## src/rtl/framebuffer_writer.sv

```systemverilog
// Packs a raster stream of RGB332 pixels into 32-bit words and writes them
// to the image RAM write port, one frame per start request.
module framebuffer_writer #(
  parameter int unsigned IMG_W  = 80,
  parameter int unsigned IMG_H  = 80,
  parameter int unsigned ADDR_W = 11
) (
  input  logic              clock,
  input  logic              reset,
  input  logic              start,
  input  logic [7:0]        pix_data,
  input  logic              pix_valid,
  output logic              pix_ready,
  output logic [ADDR_W-1:0] mem_dir,
  output logic [31:0]       mem_dato,
  output logic              mem_we,
  input  logic              mem_ready,
  output logic              busy,
  output logic              done
);

  localparam int unsigned NWORDS = (IMG_W * IMG_H) / 4;
  localparam logic [ADDR_W-1:0] LAST_WORD = ADDR_W'(NWORDS - 1);

  typedef enum logic [1:0] {
    IDLE  = 2'd0,
    FILL  = 2'd1,
    WRITE = 2'd2,
    DONE  = 2'd3
  } state_t;

  state_t            state;
  logic [ADDR_W-1:0] word_cnt;
  logic [1:0]        lane;
  logic [31:0]       pack;

  // Address and data come straight from registers, so they are stable
  // for as long as the write request is held.
  assign mem_dir  = word_cnt;
  assign mem_dato = pack;

  // Frame sequencer; handshake outputs are registered alongside the state.
  always_ff @(posedge clock) begin
    if (reset) begin
      state     <= IDLE;
      word_cnt  <= '0;
      lane      <= '0;
      pack      <= '0;
      pix_ready <= 1'b0;
      mem_we    <= 1'b0;
      busy      <= 1'b0;
      done      <= 1'b0;
    end else begin
      case (state)
        IDLE: begin
          if (start) begin
            state     <= FILL;
            word_cnt  <= '0;
            lane      <= '0;
            pix_ready <= 1'b1;
            busy      <= 1'b1;
          end
        end

        FILL: begin
          // pix_ready is high throughout FILL, so pix_valid alone means accept.
          if (pix_valid) begin
            pack[{lane, 3'b000} +: 8] <= pix_data;
            lane <= lane + 2'd1;
            if (lane == 2'd3) begin
              state     <= WRITE;
              pix_ready <= 1'b0;
              mem_we    <= 1'b1;
            end
          end
        end

        WRITE: begin
          if (mem_ready) begin
            mem_we <= 1'b0;
            if (word_cnt == LAST_WORD) begin
              state <= DONE;
              busy  <= 1'b0;
              done  <= 1'b1;
            end else begin
              state     <= FILL;
              word_cnt  <= word_cnt + ADDR_W'(1);
              pix_ready <= 1'b1;
            end
          end
        end

        DONE: begin
          state    <= IDLE;
          done     <= 1'b0;
          word_cnt <= '0;
        end

        default: begin
          state     <= IDLE;
          pix_ready <= 1'b0;
          mem_we    <= 1'b0;
          busy      <= 1'b0;
          done      <= 1'b0;
        end
      endcase
    end
  end

endmodule

```

## config.mk

```make
export PLATFORM = sky130hd
export DESIGN_NAME = framebuffer_writer
export DESIGN_NICKNAME = d
export VERILOG_FILES = /design/src/rtl/framebuffer_writer.sv
export SDC_FILE = /design/constraint.sdc
export NUM_CORES = 1
export LEC_CHECK = 0
export BUFFER_PORTS_ARGS = -buffer_cell sky130_fd_sc_hd__buf_2
export CELL_PAD_IN_SITES_DETAIL_PLACEMENT = 0
export CELL_PAD_IN_SITES_GLOBAL_PLACEMENT = 1
export CORE_ASPECT_RATIO = 0.8
export CORE_MARGIN = 8
export CORE_UTILIZATION = 35
export DETAILED_ROUTE_END_ITERATION = 8
export GPL_ROUTABILITY_DRIVEN = 0
export PLACE_DENSITY_LB_ADDON = 0.1
export SYNTH_ARGS = -nofsm -noshare
export SYNTH_HDL_FRONTEND = slang
export SYNTH_SLANG_ARGS = --single-unit
```

## constraint.sdc

```tcl
create_clock -name clock -period 1.7 [get_ports clock]
set_input_delay 0.17 -clock clock [delete_from_list [all_inputs] [get_ports clock]]
set_output_delay 0.17 -clock clock [all_outputs]
set_load 0.01 [all_outputs]
```

==> reports/metrics.yaml <==
yosys:
  syn_inst: 282
  synth_top_family_by_area: "simple AND/OR/NAND/NOR gates"
  netlist.area_leader.share: 0.4297
  async_flop_share: 0
  syn_nets: 302
  yosys.area_share.xor_xnor: 0
  synth-edff-count: 0
  synth-simple-area-share: 0.3175
  syn_area_per_cell_um2: 8.426
  synth_common_cells: "dfxtp_1, a21oi_1, nand2_1"
  synth_seq_cells: 51
  syn_area_mm2: 0.002376
  netlist_top_cells_area: "dfxtp_1, a21oi_1, nand3_1"
  yosys.cell_types.count: 46
  muxShareOfSynthArea: 0.004213
  yosys_warnings: 0
  synth.most_common_cell: "dfxtp_1"
  synth_ff_type: "dfxtp_1"
  synth-adder-area-share: 0.03686
  yosysTopAreaCell: "dfxtp_1"
  seq_area_frac_synth: 0.4297
  synth_compound_area_frac: 0.1780
critical_path:
  max_stage_delay_ns: 0.51
  r2r_end: "mem_dir[3]"
  critPathLaunchType: "flip-flop"
  crit_end: "mem_dir[3]"
  worstPathMaxFanout: 6
  cp.required_ns: 1.94
  worstSetupEndpointType: "flip-flop"
  reg2reg_slack_ns: 0.11
  slowest_stage: "or4_1"
  cp.arrival_ns: 1.83
  startpoint: "mem_dir[0]"
  worstSetupPathType: "flip-flop to flip-flop"
  path_cells: "ha_2 -> nand3_2 -> nor3_2 -> buf_4 -> or4_1 -> a21oi_1"
  path_delay_family: "simple AND/OR/NAND/NOR gates"
  cp.depth: 6
  reg2reg_depth: 6
  r2r_start: "mem_dir[0]"
  path_buf_inv: 1
clock_tree:
  clk_pin_slew_worst_paths_ns: 0.10
  post_cts_buffers: 0
  cts_made_buffers: 5
  htreeDepth: 2
  cts_root_buffer: "clkbuf_8"
  clock_sinks: 51
  clk_latency_ns: 0.31
  cts_tree: "built"
  clk_path_buf_depth: 2
power:
  p_leak_nw: 1.210
  power_density_mw_per_mm2: 802.5
  p_total_mw: 2.397
  vdd_drop_max_mv: 0.3643
sta:
  slew-limit-headroom: 0.7776
  layout_min_cycle_time_ns: 1.588
  setup_viol: 0
  rsz0062_at_grt: "false"
  final-hold-violation-count: 0
  finalMaxSlewViolations: 0
  min_period_over_period: 0.9340
  fmax_ghz: 0.6298
  skew_ns: 0.007752
  finalSetupTns_ns: 0
  whs_ns: 0.1613
  worst_pin_slew_ns: 0.3310
worst_hold_path:
  hold_class: "input pin to flip-flop"
  worstHoldPathCells: 3
grt:
  antenna_found_initial: 0
  grt.overflow.total: 0
  grt_pass1_vias: 2203
  grt_pass1_wl_um: 11200
  grt_max_degree: 25
  grt_use_total: 0.1450
cells_and_area:
  area_delta_synth_final_pct: 25.70
  num-fill-cells: 708
  num_antenna_cells: 0
  nNetsFinal: 374
  final_area_mm2: 0.002987
  fin_util: 0.4443
  final_layout_size_suffix_gt1_frac: 0.3014
die:
  num_rows: 27
  ioPinCount: 60
  die_area_mm2: 0.009698
  core_area_mm2: 0.006723
  die_x_um: 108.1
  dieHeight_um: 89.70
  start_util: 0.3534
flow_run:
  drv_cap: 0
drt:
  finalWirelength_um: 6723
  wl_per_cell_um: 15.21
  drt_iter0_drc: 125
  drc: 0
  routed_via_density: 5.122
  dr.pass1.iters: 4
  vias: 2264
  ant_nets: 0
placement:
  place_area_mm2: 0.002865
  io_buffers: 59
  dpl.hpwl_um: 5033
run_status:
  status: "complete, no violations"
-- placed cells by master, fill, tap and decap left out, drive strengths merged, types with 5 or more instances in the layout --
master	synthesis	layout
dfxtp	51	51
clkbuf	6	5
o21ai	10	10
and2	7	7
nor3b	5	5
a21oi	47	47
ha	7	7
nand3	36	36
buf	8	79
nand2	45	45
nor2	7	7
-- worst reg2reg max path: stages (launching register included) --
cell	delay (ns)
dfxtp_1	0.32
ha_2	0.21
nand3_2	0.13
nor3_2	0.06
buf_4	0.15
or4_1	0.51
a21oi_1	0.15
-- worst min path at each step --
stage                  from           end  slack, ns
5_1_grt         pix_data[0]  mem_dato[16]       0.16
4_1_cts         pix_data[5]  mem_dato[21]       0.15
3_3_place_gp   mem_dato[15]  mem_dato[15]       0.44
2_1_floorplan   pix_data[0]   mem_dato[0]       0.32
3_5_place_dp   mem_dato[25]  mem_dato[25]       0.44
6_report        pix_data[5]  mem_dato[21]       0.16
-- area by class of cell --
| type | instances | area, um2 | area share |
|---|---|---|---|
| tap | 87 | 108.9 | 0.03645 |
| multi-input combinational | 213 | 1284 | 0.4298 |
| timing repair buffer | 79 | 445.4 | 0.1491 |
| clock inverter | 3 | 43.79 | 0.01466 |
| inverter | 4 | 15.01 | 0.005027 |
| clock buffer | 5 | 68.82 | 0.02304 |
| sequential | 51 | 1021 | 0.3419 |
-- per-stage QoR --
stage	std cells	setup WS, ns
2_1_floorplan	282	0.04720
3_3_place_gp	434	0.1311
3_5_place_dp	434	0.1030
4_1_cts	442	0.07631
5_1_grt	442	0.004199
6_report	442	0.1123
-- kinds of logic after synthesis --
kind of cell    after synthesis
simple gates                132
mux                           1
compound gates               73
flops                        51
fa+ha+maj                     7
buf+inv                      18
-- registers in the layout, summed over array words and instances (netlist names) --
register / flops
state: 2
done: 1
pix_ready: 1
lane: 2
mem_dir: 11
busy: 1
mem_dato: 32
mem_we: 1
-- power breakdown --
part / leakage, nW / total (mW) / switching [mW] / internal, mW
sequential: 0.412 / 1.24 / 0.0222 / 1.22
combinational: 0.740 / 0.288 / 0.175 / 0.113
clock: 0.0581 / 0.870 / 0.430 / 0.439
-- per-layer routing --
metal	up-vias	GRT usage	share of wire
li1	1149	-	-
met5	-	0	0
met2	63	0.1958	0.41
met3	5	0.03709	0.083
met1	1047	0.2116	0.50
met4	0	0.05528	0.0097
-- timing repair --
action                                  in CTS  in global routing
hold endpoints to repair                     0                  0
endpoints found under the setup margin       0                 31
hold buffers                                 0                  0
resized for setup                            0                  5
Note: power is estimated with default switching activity, not from simulation.
